<file path="src/rtl/chan_mux_pkg.sv">
// Shared constants for the chan_mux_rr channel multiplexer.
package chan_mux_pkg;

  localparam logic MODE_FIXED = 1'b0;
  localparam logic MODE_RR    = 1'b1;

  localparam int              CNT_W   = 16;
  localparam logic [CNT_W-1:0] CNT_MAX = 16'hFFFF;

endpackage

</file>
<file path="src/rtl/chan_mux_rr_if.sv">
// Handshake bundle for chan_mux_rr: N_CH producer channels in, one consumer out.
interface chan_mux_rr_if #(
  parameter int N_CH  = 4,
  parameter int WIDTH = 8
);
  localparam int SELW = $clog2(N_CH);

  logic [N_CH*WIDTH-1:0] in_data;
  logic [N_CH-1:0]       in_valid;
  logic [N_CH-1:0]       in_ready;
  logic                  mode;
  logic [SELW-1:0]       sel;
  logic [WIDTH-1:0]      out_data;
  logic                  out_valid;
  logic                  out_ready;
  logic [SELW-1:0]       out_ch;

  modport slave (
    input  in_data, in_valid, mode, sel, out_ready,
    output in_ready, out_data, out_valid, out_ch
  );

  modport master (
    output in_data, in_valid, mode, sel, out_ready,
    input  in_ready, out_data, out_valid, out_ch
  );

endinterface

</file>
<file path="src/rtl/chan_mux_rr_pick.sv">
// Combinational rotate-priority picker: first requester after ptr, wrapping modulo N_CH.
module rr_pick #(
  parameter  int N_CH = 4,
  localparam int SELW = $clog2(N_CH)
) (
  input  logic [N_CH-1:0] req,
  input  logic [SELW-1:0] ptr,
  output logic [SELW-1:0] gnt_idx,
  output logic            gnt_vld
);

  always_comb begin
    gnt_vld = 1'b0;
    gnt_idx = '0;
    // k = N_CH lands back on ptr itself, so it has the lowest priority
    for (int k = 1; k <= N_CH; k++) begin
      if (!gnt_vld && req[(int'(ptr) + k) % N_CH]) begin
        gnt_vld = 1'b1;
        gnt_idx = SELW'((int'(ptr) + k) % N_CH);
      end
    end
  end

endmodule

</file>
<file path="src/rtl/chan_mux_rr.sv">
// N-channel registered mux with fixed-select or round-robin arbitration.
// Optional per-channel grant counters behind CHMUX_STATS_EN.
module chan_mux_rr
  import chan_mux_pkg::*;
#(
  parameter  int N_CH  = 4,
  parameter  int WIDTH = 8,
  localparam int SELW  = $clog2(N_CH)
) (
  input  logic             clk,
  input  logic             rst_n,
`ifdef CHMUX_STATS_EN
  input  logic [SELW-1:0]  stat_sel,
  output logic [CNT_W-1:0] stat_cnt,
`endif
  chan_mux_rr_if.slave     bus
);

  logic [WIDTH-1:0] out_data_q, out_data_d;
  logic             out_valid_q, out_valid_d;
  logic [SELW-1:0]  out_ch_q, out_ch_d;
  logic [SELW-1:0]  ptr_q, ptr_d;

  logic             load;
  logic             rr_vld, fx_vld, gnt_vld, xfer;
  logic [SELW-1:0]  rr_idx, fx_idx, gnt_idx;
  logic [WIDTH-1:0] gnt_data;
  logic [N_CH-1:0]  in_ready_c;

  rr_pick #(.N_CH(N_CH)) u_pick (
    .req     (bus.in_valid),
    .ptr     (ptr_q),
    .gnt_idx (rr_idx),
    .gnt_vld (rr_vld)
  );

  always_comb begin
    load = !out_valid_q || bus.out_ready;

    // sel values >= N_CH never match a channel, so they grant nothing
    fx_vld = 1'b0;
    fx_idx = '0;
    for (int c = 0; c < N_CH; c++) begin
      if (bus.sel == SELW'(c) && bus.in_valid[c]) begin
        fx_vld = 1'b1;
        fx_idx = SELW'(c);
      end
    end

    gnt_vld = (bus.mode == MODE_RR) ? rr_vld : fx_vld;
    gnt_idx = (bus.mode == MODE_RR) ? rr_idx : fx_idx;
    xfer    = gnt_vld && load;

    gnt_data   = '0;
    in_ready_c = '0;
    for (int c = 0; c < N_CH; c++) begin
      if (gnt_idx == SELW'(c)) begin
        gnt_data      = bus.in_data[c*WIDTH +: WIDTH];
        in_ready_c[c] = gnt_vld && load;
      end
    end
  end

  always_comb begin
    out_data_d  = out_data_q;
    out_ch_d    = out_ch_q;
    out_valid_d = out_valid_q;
    ptr_d       = ptr_q;
    if (xfer) begin
      out_data_d  = gnt_data;
      out_ch_d    = gnt_idx;
      out_valid_d = 1'b1;
      if (bus.mode == MODE_RR) ptr_d = gnt_idx;
    end else if (load) begin
      out_valid_d = 1'b0;
    end
  end

  always_ff @(posedge clk or negedge rst_n) begin
    if (!rst_n) begin
      out_data_q  <= '0;
      out_ch_q    <= '0;
      out_valid_q <= 1'b0;
      ptr_q       <= SELW'(N_CH - 1);
    end else begin
      out_data_q  <= out_data_d;
      out_ch_q    <= out_ch_d;
      out_valid_q <= out_valid_d;
      ptr_q       <= ptr_d;
    end
  end

  assign bus.in_ready  = in_ready_c;
  assign bus.out_data  = out_data_q;
  assign bus.out_valid = out_valid_q;
  assign bus.out_ch    = out_ch_q;

`ifdef CHMUX_STATS_EN
  logic [CNT_W-1:0] cnt_q [N_CH];
  logic [CNT_W-1:0] cnt_d [N_CH];
  logic [CNT_W-1:0] stat_cnt_q, stat_cnt_d;

  always_comb begin
    stat_cnt_d = '0;
    for (int c = 0; c < N_CH; c++) begin
      cnt_d[c] = cnt_q[c];
      if (xfer && gnt_idx == SELW'(c) && cnt_q[c] != CNT_MAX)
        cnt_d[c] = cnt_q[c] + 1'b1;
      if (stat_sel == SELW'(c))
        stat_cnt_d = cnt_q[c];
    end
  end

  always_ff @(posedge clk or negedge rst_n) begin
    if (!rst_n) begin
      for (int c = 0; c < N_CH; c++) cnt_q[c] <= '0;
      stat_cnt_q <= '0;
    end else begin
      for (int c = 0; c < N_CH; c++) cnt_q[c] <= cnt_d[c];
      stat_cnt_q <= stat_cnt_d;
    end
  end

  assign stat_cnt = stat_cnt_q;
`endif

endmodule
</file>
<file path="src/flat_wrapper.sv">
// flat-port wrapper written by rule: the top's interface ports become plain ports
module chan_mux_rr_flat import chan_mux_pkg::*;
#(
  parameter  int N_CH  = 4,
  parameter  int WIDTH = 8,
  localparam int SELW  = $clog2(N_CH)
)
  (clk, rst_n, bus_in_data, bus_in_valid, bus_mode, bus_sel, bus_out_ready, bus_in_ready, bus_out_data, bus_out_valid, bus_out_ch);
  chan_mux_rr_if #(.N_CH(N_CH), .WIDTH(WIDTH)) bus_i ();
  input  logic clk;
  input  logic rst_n;
  input wire logic [$bits(bus_i.in_data)-1:0] bus_in_data;
  input wire logic [$bits(bus_i.in_valid)-1:0] bus_in_valid;
  input wire logic [$bits(bus_i.mode)-1:0] bus_mode;
  input wire logic [$bits(bus_i.sel)-1:0] bus_sel;
  input wire logic [$bits(bus_i.out_ready)-1:0] bus_out_ready;
  output wire logic [$bits(bus_i.in_ready)-1:0] bus_in_ready;
  output wire logic [$bits(bus_i.out_data)-1:0] bus_out_data;
  output wire logic [$bits(bus_i.out_valid)-1:0] bus_out_valid;
  output wire logic [$bits(bus_i.out_ch)-1:0] bus_out_ch;
  assign bus_i.in_data = bus_in_data;
  assign bus_i.in_valid = bus_in_valid;
  assign bus_i.mode = bus_mode;
  assign bus_i.sel = bus_sel;
  assign bus_i.out_ready = bus_out_ready;
  assign bus_in_ready = bus_i.in_ready;
  assign bus_out_data = bus_i.out_data;
  assign bus_out_valid = bus_i.out_valid;
  assign bus_out_ch = bus_i.out_ch;
  chan_mux_rr #(.N_CH(N_CH), .WIDTH(WIDTH)) u_core (.clk(clk), .rst_n(rst_n), .bus(bus_i));
endmodule
</file>
<file path="config.mk">
export PLATFORM = sky130hd
export DESIGN_NAME = chan_mux_rr_flat
export DESIGN_NICKNAME = d
export VERILOG_FILES = /design/src/rtl/chan_mux_pkg.sv /design/src/rtl/chan_mux_rr_if.sv /design/src/rtl/chan_mux_rr_pick.sv /design/src/rtl/chan_mux_rr.sv /design/src/flat_wrapper.sv
export SDC_FILE = /design/constraint.sdc
export NUM_CORES = 1
export LEC_CHECK = 0
export ABC_AREA = 1
export CORE_MARGIN = 2
export CORE_UTILIZATION = 38
export CTS_BUF_LIST = sky130_fd_sc_hd__clkbuf_2 sky130_fd_sc_hd__clkbuf_4 sky130_fd_sc_hd__clkbuf_8
export CTS_CLUSTER_DIAMETER = 40
export DETAILED_ROUTE_END_ITERATION = 8
export DONT_BUFFER_PORTS = 1
export PLACE_DENSITY = 0.59
export SLEW_MARGIN = 15
export SYNTH_ARGS = -nofsm -noshare
export SYNTH_HDL_FRONTEND = slang
export SYNTH_SLANG_ARGS = --single-unit
</file>
<file path="constraint.sdc">
create_clock -name clk -period 2.4 [get_ports clk]
set_input_delay 0.24 -clock clk [delete_from_list [all_inputs] [get_ports clk]]
set_output_delay 0.24 -clock clk [all_outputs]
set_load 0.005 [all_outputs]
</file>
# Yosys cells after proc, flatten, opt, wreduce, memory -nomap -nowiden
# Index checks and enable logic that the tools add are counted.
# Widths: inputs -> output; s select.
# word_totals
register_bits,13
latchBits,0
ram_bits,0
mem_bits_ro,0
out_inout_bits,15
wordCells,82
mem_count,0
# op_classes
n_addsub,4
n_mul,0
div_mod_pow,0
n_lt_le_gt_ge,4
n_eq_ne,6
shift,0
mux,39
bitwise_logic,4
reduce_logical,21
# ops
operator,count
$mux 8,4
$mux 1,24
$lt 3x4->1 const B,4
$mux 2,7
$bmux 1 s2,4
$eq 2x2->1 const B,4
$logic_and 1x1->1,8
$reduce_or 2->1,4
$add 2x1->2 const B,2
$add 2x2->2 const B,2
$and 1x1->1 const A,4
$eq 2x1->1 const B,2
$logic_not 1->1,4
$logic_not 2->1,2
$reduce_and 2->1,1
$reduce_bool 2->1,1
$logic_or 1x1->1,1

# Logic depth before layout (Yosys ltp)
# logic_depth
word_depth,22
ltp_mapped,17

# Hierarchy
# Synthesis repeated with hierarchy kept, for this count alone.
# hier_totals
hier_cells,191
area_unflattened_um2,1196.1
# modules_own_cells
mod,n_inst,cells_each,area_each_um2,seq_area_each_um2
chan_mux_rr,1,139,924.6,327.8
rr_pick,1,52,271.5,0.0

# Worst setup path after synthesis
# No wires, ideal clock.
# synth_path
path_kind,register -> output
from,register u_core.ptr_q[0]
to,output bus_in_ready[0]
t_arrival_ps,1687
required_ps,2160
slack_ps,473
stages_incl_launch_ff,12
n_path_buf,2
cell_sequence,dfstp_2 -> buf_6 -> inv_6 -> nand2_1 -> nand2_1 -> nand2_1 -> a21boi_2 -> nand2_2 -> nor2_4 -> nor2_8 -> buf_6 -> nor3_1
# synth_via
elab_chain_cells,17
# synth_rtl
item,line_no,rtl
"start, declared",chan_mux_rr.sv:22,"logic [SELW-1:0] ptr_q, ptr_d;"
"start signal, assigned",chan_mux_rr.sv:84,ptr_q <= SELW'(N_CH - 1);
"start signal, assigned",chan_mux_rr.sv:89,ptr_q <= ptr_d;
$add 2x1->2,"chan_mux_rr_pick.sv:17, chan_mux_rr_pick.sv:19",
$bmux 1 s2,chan_mux_rr_pick.sv:17,if (!gnt_vld && req[(int'(ptr) + k) % N_CH]) begin
$mux 1 (not written as such) (2 in series),chan_mux_rr_pick.sv:17,
$mux 1,chan_mux_rr_pick.sv:17,
$logic_not 1->1,chan_mux_rr_pick.sv:17,
$logic_and 1x1->1,chan_mux_rr_pick.sv:17,
$mux 1,chan_mux_rr_pick.sv:17,
$logic_not 1->1,chan_mux_rr_pick.sv:17,
$logic_and 1x1->1,chan_mux_rr_pick.sv:17,
$mux 1,chan_mux_rr_pick.sv:17,
$logic_not 1->1,chan_mux_rr_pick.sv:17,
$logic_and 1x1->1,chan_mux_rr_pick.sv:17,
$mux 2 / $mux 1 (equally long branches),chan_mux_rr_pick.sv:17,
$mux 2 / $mux 1 (equally long branches),"chan_mux_rr.sv:51, chan_mux_rr.sv:50",
$logic_not 2->1 / $logic_and 1x1->1 (equally long branches),"chan_mux_rr.sv:57, chan_mux_rr.sv:59",
$mux 1 (*),chan_mux_rr.sv:57,if (gnt_idx == SELW'(c)) begin
"end, declared",flat_wrapper.sv:17,output wire logic [$bits(bus_i.in_ready)-1:0] bus_in_ready;
# Mark *: on every way between the ends. The rest lies on a longest branch, timed or not. The select of a mux whose other input is x is not followed.

# Worst setup path in the final report
# layout_path
from,register u_core.ptr_q[0]
to,output bus_in_ready[1]
# layout_via
elab_chain_cells,17
# layout_rtl
item,line_no
$add 2x1->2,"chan_mux_rr_pick.sv:17, chan_mux_rr_pick.sv:19"
$bmux 1 s2,chan_mux_rr_pick.sv:17
$mux 1 (not written as such) (2 in series),chan_mux_rr_pick.sv:17
$mux 1,chan_mux_rr_pick.sv:17
$logic_not 1->1,chan_mux_rr_pick.sv:17
$logic_and 1x1->1,chan_mux_rr_pick.sv:17
$mux 1,chan_mux_rr_pick.sv:17
$logic_not 1->1,chan_mux_rr_pick.sv:17
$logic_and 1x1->1,chan_mux_rr_pick.sv:17
$mux 1,chan_mux_rr_pick.sv:17
$logic_not 1->1,chan_mux_rr_pick.sv:17
$logic_and 1x1->1,chan_mux_rr_pick.sv:17
$mux 2 / $mux 1 (equally long branches),chan_mux_rr_pick.sv:17
$mux 2 / $mux 1 (equally long branches),"chan_mux_rr.sv:51, chan_mux_rr.sv:50"
$eq 2x1->1 / $logic_and 1x1->1 (equally long branches),"chan_mux_rr.sv:57, chan_mux_rr.sv:59"
$mux 1 (*),chan_mux_rr.sv:57
# Marked as above.

==> results by group <==
Routing
  • Drt first pass iters: 7
  • Vias: 1315
  • Final ANT Viol Nets: 0
  • DR DRC count: 0
  • Vias per cell: 5.16
  • Detailed Route WL: 3580 um
  • Drt initial violations: 35
  • DR WL/cell: 14.0 um

Logic synthesis
  • Largest area contributor in the synthesized netlist: dfrtp_1
  • Post-Synthesis Cells: 194
  • Largest cells by area after synthesis: dfrtp_1 (22%), nand2_1 (19%), nand3_1 (14%), inv_1 (5.8%), nand2_2 (5.1%)
  • Post-synthesis sequential area ratio: 0.265
  • Yosys top cell area share: 0.222
  • Synth Warn #: 0
  • Netlist cell types: 24
  • Synthesized area per cell: 6.38 um2
  • Synth Net Count: 236
  • Yosys reg bits: 13
  • Synth Cell Area: 1240 um2

GRT
  • Largest net degree at the start of global routing: 17
  • First-pass GRT wire length: 5340 um
  • Grt ovf: 0
  • Vias in the first global route: 1161
  • Total track usage: 0.190
  • Initial antenna violation count: 0

Floorplanning
  • FP Rows: 20
  • Ports: 57
  • Die area: 3730 um2
  • Die X: 61.1 um
  • Starting Density: 0.402
  • Total core area: 3080 um2
  • Die Ht: 61.1 um

Final layout
  • Antenna diodes: 0
  • Layout Nets: 254
  • Area growth, synth to finish: 22.1%
  • Final Cell Area: 1510 um2
  • Share of layout cells above drive strength 1: 0.284

STA
  • Fin crit share: 0.971
  • Slew Limit Fails: 0
  • Maximum clock frequency: 0.429 GHz
  • RSZ-0062 raised after global routing: yes
  • Post-layout min period: 2.33 ns
  • Slew at the pin closest to its max-slew limit: 0.624 ns
  • Clk_skew: 0.00253 ns
  • Count of final hold-check violations: 0
  • Slew headroom: 0.582
  • Final setup TNS: 0 ns
  • Final setup violation count: 0

Min path
  • Min-delay src: bus_in_data[29]
  • Hold Path Sink: u_core.bus.out_data[5]
  • Tightest Hold Check Type: in -> reg
  • Hold path depth: 4

Setup path
  • FF-to-FF End: u_core.bus.out_data[0]
  • Crit end category: output pin
  • Reg-to-Reg Start: u_core.ptr_q[1]
  • Reg2Reg Setup Slack: 0.18 ns
  • Critical path peak fanout: 6
  • CP Launch Type: register
  • Req. time, crit path: 2.16 ns
  • Worst EP arrival: 2.09 ns
  • Worst reg-to-reg path cell count: 16
  • Crit Path Category: reg -> out

Pwr
  • Max IR drop VDD: 494 uV
  • Power per cell area: 1310 nW/um2
  • Leak: 0.784 nW

Clocking
  • Clock Path Buffers: 2
  • Clk pin slew, worst setup/hold paths: 0.09 ns
  • Later-pin clock latency in the skew report: 0.29 ns
  • TritonCTS clock tree: yes
  • CTS root buf: clkbuf_4
  • Htree depth: 1
  • CTS Buf Count: 3
  • Sink Count: 13

Placement
  • GP Congestion: 0.852
  • I/O Buffers: 0
  • Area of placed instances: 1230 um2
  • Final HPWL DP: 2510 um

Status
  • Status: complete, no violations

Job
  • Max Cap Viol: 0
-- metrics by stage --
stage	total power, mW	cells	hold WS, ns	setup WS [ns]	util
finish	1.98	255	0.156	0.0689	0.491
global route	2.16	255	0.174	-0.0347	0.491
CTS	1.71	242	0.152	0.00203	0.435
detailed placement	1.44	232	-0.0552	0.125	0.400
global placement	1.43	232	-0.0552	0.188	0.400
floorplan	1.33	194	-0.0556	0.473	-
-- critical path, stage by stage (launching register included) --
cell and delay, ns:
dfstp_2 0.60, buf_4 0.13, nand2_1 0.06, nand2_2 0.09, nand2_1 0.10, nand2_4 0.09, nor2_4 0.05, nand3_2 0.07
nand2_4 0.06, nor2_4 0.18, nor2_8 0.08, buf_4 0.16, nor2_2 0.12
-- synthesized netlist by cell type, drive strengths merged --
cell type,number
nand2,73
nand3,38
inv,24
o21ai,16
nor2,15
dfrtp,11
buf,7
a21oi,2
dfstp,2
a21boi,1
a41o,1
nand4,1
nor3,1
o21bai,1
or2,1
-- power by group --
part | total, mW | leakage, nW | switching [mW] | internal (mW)
sequential | 0.424 | 0.156 | 0.0922 | 0.332
combinational | 1.40 | 0.609 | 0.866 | 0.532
clock | 0.160 | 0.0184 | 0.0835 | 0.0760
total | 1.98 | 0.784 | 1.04 | 0.940
-- sequential cells by signal, summed over array words and instances (netlist names) --
signal,count
u_core.ptr_q,2
u_core.bus.out_data,8
u_core.bus.out_valid,1
u_core.bus.out_ch,2
-- how the worst max path moves through the flow --
stage / end / cells past startpoint / from / slack [ns]
2_1_floorplan: bus_in_ready[0] / 11 / u_core.ptr_q[0] / 0.47
3_3_place_gp: u_core.bus.out_data[0] / 15 / u_core.ptr_q[0] / 0.19
3_5_place_dp: u_core.bus.out_data[0] / 15 / u_core.ptr_q[0] / 0.13
4_1_cts: bus_in_ready[2] / 13 / u_core.ptr_q[0] / 0.002
5_1_grt: bus_in_ready[1] / 12 / u_core.ptr_q[0] / -0.03
6_report: bus_in_ready[1] / 12 / u_core.ptr_q[0] / 0.07
-- cell type report --
type	instances	area, um2
fill	312	1570
multi-input combinational	152	858
sequential	13	328
timing repair buffer	18	141
inverter	24	100
tap	44	55.1
clock buffer	4	30.0
-- placed cells by master, fill, tap and decap left out --
master / n
nand2_8: 1
clkinv_4: 1
dlygate4sd3_1: 1
nand2_2: 11
nor2_1: 7
o21ai_1: 12
o21bai_4: 1
nor2_2: 2
clkbuf_4: 4
o21ai_0: 4
a21boi_2: 1
nand3_2: 1
nor3_2: 1
nand2_4: 5
a21oi_1: 2
nor2_8: 1
buf_4: 16
nand3_1: 35
nor2_4: 6
or2_0: 1
nand4_1: 1
nand3_4: 2
a41o_1: 1
dfstp_2: 2
dfrtp_1: 11
inv_1: 19
nand2_1: 57
inv_6: 1
inv_2: 3
buf_6: 1
-- cell families after synthesis --
kind of cell           count (synthesis)  share of synthesized area
flip-flops                            13                      0.265
buffers and inverters                 31                      0.132
AND/OR/NAND/NOR                      129                      0.498
AO/OA/AOI/OAI                         21                      0.105
-- layer usage --
layer | wire, um | track usage
met1 | 1650 | 0.278
met5 | 0 | 0
met2 | 1650 | 0.286
met3 | 237 | 0.0399
met4 | 45 | 0.0466
-- what timing repair did --
item	4_1_cts	5_1_grt
gates cloned	1	1
setup endpoints to repair	4	4
setup buffers	4	12
hold endpoints to repair	13	0
hold buffers	1	0
pin swaps	1	6
gates resized for setup	6	20
Note: power is estimated with default switching activity, not from simulation.
